**src/rtl/xgmii_udp_rx_filter.sv**
```systemverilog
// xgmii_udp_rx_filter: parses Ethernet/IPv4/UDP headers on the 64-bit XGMII
// receive stream. Frames that match the local IP, the UDP port and the magic
// word have their payload beats written to the RX FIFO as {mask, data}.
// An aborted frame is closed with a {8'h00, all-ones} marker word.
// Optional build macro: RX_MAC_FILTER_EN also requires the destination MAC
// to equal if_macaddr or broadcast; without it the destination MAC is ignored.
//
// state | meaning
// IDLE  | between frames, waiting for SOF
// HDR   | checking header fields on beats 1..6
// PASS  | frame matched, writing beats 7.. to the FIFO
// DROP  | discarding the rest of the frame until terminate or idle
module xgmii_udp_rx_filter #(
   parameter logic [15:0] UDP_PORT  = 16'd3422,
   parameter logic [31:0] MAGIC     = 32'h4E554D41,
   parameter int          MAX_BEATS = 256,
   parameter int          CNT_W     = 32
) (
   input  logic             xgmii_clk,
   input  logic             sys_rst,
   input  logic [7:0]       xgmii_rxc,
   input  logic [63:0]      xgmii_rxd,
   input  logic [31:0]      if_v4addr,
   input  logic [47:0]      if_macaddr,
   output logic [71:0]      din,
   output logic             wr_en,
   input  logic             full,
   output logic [CNT_W-1:0] cnt_rx,
   output logic [CNT_W-1:0] cnt_match,
   output logic [CNT_W-1:0] cnt_drop,
   output logic [7:0]       led
);

   typedef enum logic [1:0] {IDLE, HDR, PASS, DROP} state_t;

   // payload beat n sits at beat index n+6
   localparam logic [8:0]  LAST_BEAT  = 9'(MAX_BEATS + 6);
   localparam logic [71:0] ABORT_WORD = {8'h00, 64'hFFFF_FFFF_FFFF_FFFF};

   state_t          state_q, state_d;
   logic [8:0]      beat_q, beat_d, cur_idx;
   logic            abort_pend, pend_d;
   logic [7:0][7:0] lane;
   logic            sof, idle, is_term, is_err, over, field_ok, mac_ok;
   logic            frame_wr, marker_wr, abort;
   logic            inc_rx, inc_match, inc_drop;

   assign lane    = xgmii_rxd;
   assign sof     = (xgmii_rxc == 8'h01) && (xgmii_rxd[7:0] == 8'hFB);
   assign idle    = (xgmii_rxc == 8'hFF);
   // beat_q holds the index of the previous beat; the index saturates
   assign cur_idx = (&beat_q) ? beat_q : beat_q + 9'd1;
   assign over    = (cur_idx > LAST_BEAT);
   assign led     = cnt_match[7:0];

`ifdef RX_MAC_FILTER_EN
   logic [47:0] dst_mac;
   assign dst_mac = {lane[0], lane[1], lane[2], lane[3], lane[4], lane[5]};
   assign mac_ok  = (dst_mac == if_macaddr) || (&dst_mac);
`else
   logic unused_macaddr;
   assign unused_macaddr = ^if_macaddr;
   assign mac_ok         = 1'b1;
`endif

   // scan all lanes for terminate and error control characters
   always_comb begin
      is_term = 1'b0;
      is_err  = 1'b0;
      for (int i = 0; i < 8; i++) begin
         if (xgmii_rxc[i] && (lane[i] == 8'hFD)) is_term = 1'b1;
         if (xgmii_rxc[i] && (lane[i] == 8'hFE)) is_err  = 1'b1;
      end
   end

   // header field that lives on the current beat (big-endian, lane 0 first)
   always_comb begin
      field_ok = 1'b1;
      case (cur_idx)
         9'd1:    field_ok = mac_ok;
         9'd2:    field_ok = ({lane[4], lane[5]} == 16'h0800) && (lane[6] == 8'h45);
         9'd3:    field_ok = (lane[7] == 8'h11);
         9'd4:    field_ok = ({lane[6], lane[7]} == if_v4addr[31:16]);
         9'd5:    field_ok = ({lane[0], lane[1]} == if_v4addr[15:0]) &&
                             ({lane[4], lane[5]} == UDP_PORT);
         9'd6:    field_ok = ({lane[2], lane[3], lane[4], lane[5]} == MAGIC);
         default: field_ok = 1'b1;
      endcase
   end

   // next state, frame writes, aborts and counter increments
   always_comb begin
      state_d   = state_q;
      beat_d    = cur_idx;
      frame_wr  = 1'b0;
      abort     = 1'b0;
      inc_rx    = 1'b0;
      inc_match = 1'b0;
      inc_drop  = 1'b0;
      case (state_q)
         IDLE: begin
            if (sof) begin
               state_d = HDR;
               beat_d  = 9'd0;
               inc_rx  = 1'b1;
            end
         end
         HDR: begin
            if (sof) begin
               beat_d = 9'd0;
               inc_rx = 1'b1;
            end else if (is_term || !field_ok) begin
               state_d = DROP;
            end else if (cur_idx == 9'd6) begin
               state_d   = PASS;
               inc_match = 1'b1;
            end
         end
         PASS: begin
            if (sof) begin
               abort   = 1'b1;
               state_d = HDR;
               beat_d  = 9'd0;
               inc_rx  = 1'b1;
            end else if (abort_pend) begin
               // previous frame's marker still queued: drop without a second one
               inc_drop = 1'b1;
               state_d  = DROP;
            end else if (is_err || over || full) begin
               abort   = 1'b1;
               state_d = DROP;
            end else begin
               frame_wr = 1'b1;
               if (is_term) state_d = IDLE;
            end
         end
         DROP: begin
            if (sof) begin
               state_d = HDR;
               beat_d  = 9'd0;
               inc_rx  = 1'b1;
            end else if (is_term || idle) begin
               state_d = IDLE;
            end
         end
         default: state_d = IDLE;
      endcase
      if (abort) inc_drop = 1'b1;
      marker_wr = abort_pend && !full && !frame_wr;
      pend_d    = abort || (abort_pend && !marker_wr);
   end

   // state, beat index and pending abort marker
   always_ff @(posedge xgmii_clk or posedge sys_rst) begin
      if (sys_rst) begin
         state_q    <= IDLE;
         beat_q     <= 9'd0;
         abort_pend <= 1'b0;
      end else begin
         state_q    <= state_d;
         beat_q     <= beat_d;
         abort_pend <= pend_d;
      end
   end

   // registered FIFO write, one cycle after the XGMII beat
   always_ff @(posedge xgmii_clk or posedge sys_rst) begin
      if (sys_rst) begin
         wr_en <= 1'b0;
         din   <= '0;
      end else begin
         wr_en <= frame_wr || marker_wr;
         if (frame_wr)       din <= {~xgmii_rxc, xgmii_rxd};
         else if (marker_wr) din <= ABORT_WORD;
      end
   end

   // statistics counters, wrapping
   always_ff @(posedge xgmii_clk or posedge sys_rst) begin
      if (sys_rst) begin
         cnt_rx    <= '0;
         cnt_match <= '0;
         cnt_drop  <= '0;
      end else begin
         cnt_rx    <= cnt_rx    + CNT_W'(inc_rx);
         cnt_match <= cnt_match + CNT_W'(inc_match);
         cnt_drop  <= cnt_drop  + CNT_W'(inc_drop);
      end
   end

endmodule

```
**config.mk**
```make
export PLATFORM = sky130hd
export DESIGN_NAME = xgmii_udp_rx_filter
export DESIGN_NICKNAME = d
export VERILOG_FILES = /design/src/rtl/xgmii_udp_rx_filter.sv
export SDC_FILE = /design/constraint.sdc
export NUM_CORES = 1
export LEC_CHECK = 0
export BUFFER_PORTS_ARGS = -buffer_cell sky130_fd_sc_hd__buf_2
export CAP_MARGIN = 20
export CORE_ASPECT_RATIO = 1.2
export CORE_UTILIZATION = 44
export DETAILED_ROUTE_END_ITERATION = 7
export PLACE_DENSITY_LB_ADDON = 0.08
export SETUP_SLACK_MARGIN = 0.02
export SLEW_MARGIN = 40
export SYNTH_ARGS = -nofsm -noshare
export SYNTH_HDL_FRONTEND = slang
export SYNTH_SLANG_ARGS = --single-unit
```
**constraint.sdc**
```tcl
create_clock -name xgmii_clk -period 4.8 [get_ports xgmii_clk]
set_input_delay 0.24 -clock xgmii_clk [delete_from_list [all_inputs] [get_ports xgmii_clk]]
set_output_delay 0.24 -clock xgmii_clk [all_outputs]
set_load 0.03 [all_outputs]
```
==> impl_metrics.csv <==
group,metric,value,unit
sta,whs,0.0217,ns
placed_design,pre_cts_ws,0.391,ns
final_layout,final_cell_mix,"283 x buf_2, 181 x dfrtp_1, 161 x nand2_1",
cts,insertion_delay,0.44,ns
sta,fin_tns_setup,0,ns
final_layout,nFillCells,1751,
sta,fin_crit,4.21,ns
cts,ctsLongestPathBuffers,2,
global_routing,grt_use_total,23.3,%
synth,synth_ff_type,"dfrtp_1",
synth,ys_async_sr_fraction,100,%
synth,synth-edff-count,0,
final_layout,diodes,0,
floorplanning,fp-row-count,55,
final_layout,layout-drive-gt1-share,28.7,%
run_status,status,"completed",
setup_path,crit_path_start_kind,"flip-flop",
final_layout,synthToLayoutAreaGrowth,26.9,%
floorplanning,core_area,0.0190,mm2
global_routing,antenna_found_initial,1,
global_routing,grt_pass1_vias,7067,
floorplanning,die_area,0.0201,mm2
cts,path_clk_slew,0.08,ns
synth,synth_area,0.00861,mm2
synth,ys_ff_latch,181,
sta,fin_crit_sh,87.7,%
cts,cts_setup_buffers,0,
setup_path,path_class,"flip-flop to flip-flop",
final_layout,final_common_cell,"buf_2",
cts,tritoncts,"done",
sta,setup_ws,0.590,ns
global_routing,grt_max_degree,103,
synth,synth_cells,879,
setup_path,critical_path.max_fanout,6,
synth,yosysSeqAreaShare,52.6,%
sta,rsz0062_at_grt,"no",
final_layout,multiInputGateArea,0.00381,mm2
synth,syn_avg_cell_area,9.79,um2
route,viasPerCell,5.18,
route,drt-wirelength-per-cell,15.9,um
floorplanning,pin_count,332,
synth,yosysWarningCount,0,
floorplanning,dieHeight,155,um
sta,clock_skew,0.0145,ns
final_layout,nets,1324,
setup_path,arrival,4.52,ns
sta,drv_slew,0,
route,drcViolationCount,0,
min_path,hold_path_class,"input port to flip-flop",
sta,finalHoldViolations,0,
cts,cts_buffers,17,
synth,syn_nets,1041,
cts,clock-sinks,181,
power_and_ir_drop,p_leak,4.95,nW
cts,cts_resized,0,
placed_design,gp_congestion,0.816,
synth,synth_cell_types,53,
flow_run,drv_cap,0,
sta,relSlewSlack,45.6,%
floorplanning,start_util,45.3,%
route,drtAntennaViolNets,0,
global_routing,gr-total-overflow,0,
route,routed_wl,22.8,mm
route,dr.pass1.iters,5,
power_and_ir_drop,ir_drop,0.266,mV
cts,cts_hold_buf,5,
setup_path,cp.required,5.11,ns
global_routing,grt_pass1_wl,36.3,mm
route,dr_total_vias,7406,
floorplanning,die_w,130,um
cts,cts_root_buf,"clkbuf_16",
setup_path,cp-end-kind,"flip-flop",
sta,max_slew.worst_pin.slew,0.817,ns
placed_design,port-buffer-count,283,
sta,timing.fmax,238,MHz
sta,setup_viol,0,
final_layout,seq_area,0.00453,mm2
placed_design,hpwl,16.6,mm
route,initialDrtViolationCount,400,
power_and_ir_drop,cellPowerDensity,349,mW/mm2
cts,htreeDepth,4,
final timing paths:
path	slack, ns	from	cells past startpoint	endpoint
worst max-delay path	0.59	beat_q[1]$_DFF_PP0_	17	cnt_match[29]$_DFF_PP0_
worst min-delay path	0.02	xgmii_rxd[18]	3	din[18]$_DFFE_PP0P_
worst max register to register	0.59	beat_q[1]$_DFF_PP0_	17	cnt_match[29]$_DFF_PP0_
worst min register to register	0.47	cnt_drop[31]$_DFF_PP0_	1	cnt_drop[31]$_DFF_PP0_
max in group asynchronous	3.44	sys_rst	5	state_q[1]$_DFFE_PP0P_
min in group asynchronous	0.49	sys_rst	4	cnt_match[31]$_DFF_PP0_
cells by family after synthesis:
kind of cell | count (synthesis) | synth area share, %
buffers and inverters | 54 | 3.26
muxes | 3 | 0.349
AOI/OAI and AO/OA | 111 | 7.31
and+or+nand+nor | 396 | 22.5
xor gates and xnor gates | 127 | 12.9
adders and majority gates | 7 | 1.02
DFF | 181 | 52.6
sequential cells by signal, indices dropped and copies added, names as in the netlist:
signal      count
abort_pend      1
beat_q          9
cnt_drop       32
cnt_match      32
cnt_rx         32
din            72
state_q         2
wr_en           1
metal layers:
metal  track usage (%)  vias up  part of all wire [%]
li1                  -     3599                     -
met1              28.3     3549                    42
met2              39.4      230                    50
met3              6.60       28                   6.5
met4              7.59        0                   1.9
met5                 0        -                     0
where the power goes:
group / switching [mW] / total, mW / internal, mW
sequential: 0.0980 / 1.70 / 1.61
combinational: 0.435 / 0.687 / 0.252
clock: 0.659 / 1.42 / 0.757
total: 1.19 / 3.81 / 2.61
synth_stat cells (2+ instances only):
| cell | instances | area, um2 |
|---|---|---|
| nor4b_1 | 2 | 17.5 |
| a21oi_1 | 5 | 25.0 |
| and4_1 | 10 | 87.6 |
| xor2_1 | 42 | 368 |
| o21ai_0 | 85 | 425 |
| nand2b_1 | 4 | 25.0 |
| nor3_1 | 15 | 75.1 |
| xnor2_1 | 85 | 744 |
| a31oi_1 | 4 | 25.0 |
| buf_4 | 9 | 67.6 |
| inv_1 | 20 | 75.1 |
| and2_1 | 2 | 12.5 |
| dfrtp_1 | 181 | 4530 |
| a41oi_1 | 2 | 17.5 |
| nand2_1 | 161 | 604 |
| buf_2 | 5 | 25.0 |
| and3_1 | 17 | 106 |
| ha_1 | 7 | 87.6 |
| clkbuf_1 | 13 | 48.8 |
| nand4_1 | 30 | 188 |
| nor2b_1 | 8 | 50.1 |
| nand4b_1 | 5 | 43.8 |
| nor2_1 | 43 | 161 |
| nor4_1 | 24 | 150 |
| buf_6 | 3 | 33.8 |
| clkbuf_2 | 3 | 15.0 |
| mux2i_1 | 3 | 30.0 |
| nand3_1 | 65 | 325 |
| or3_1 | 2 | 12.5 |
final cells by class:
| class | count | share of cell area, % |
|---|---|---|
| clock buffers | 18 | 4.02 |
| clock inverters | 14 | 1.51 |
| inverters | 20 | 0.722 |
| multi-input cells | 644 | 34.9 |
| flip-flops and latches | 181 | 41.5 |
| well taps | 256 | 2.93 |
| repair buffers | 298 | 14.4 |
worst max-delay path: stages, from the launching register on:
cell	delay [ns]
dfrtp_1	0.44
ha_1	0.33
and4_4	0.30
nand2_1	0.14
mux2i_1	0.28
nand4_1	0.12
o22ai_1	0.15
a31oi_1	0.18
nor4_1	0.39
ha_1	0.24
nand3_1	0.11
nor2_1	0.17
and3_1	0.23
and4_1	0.23
nand3_1	0.15
nor3_1	0.36
nand3_1	0.14
xnor2_1	0.14
per-stage QoR:
step | area, um2 | power [mW] | utilization [%] | cells
6_report | 10900 | 3.81 | 57.5 | 1431
5_1_grt | 10900 | 4.00 | 57.5 | 1431
4_1_cts | 10900 | 3.85 | 57.5 | 1431
3_5_place_dp | 10300 | 2.42 | 54.1 | 1394
3_3_place_gp | 10200 | 2.41 | 53.9 | 1393
2_1_floorplan | 8610 | 2.18 | - | 879
Power figures use the tool's default switching activity.
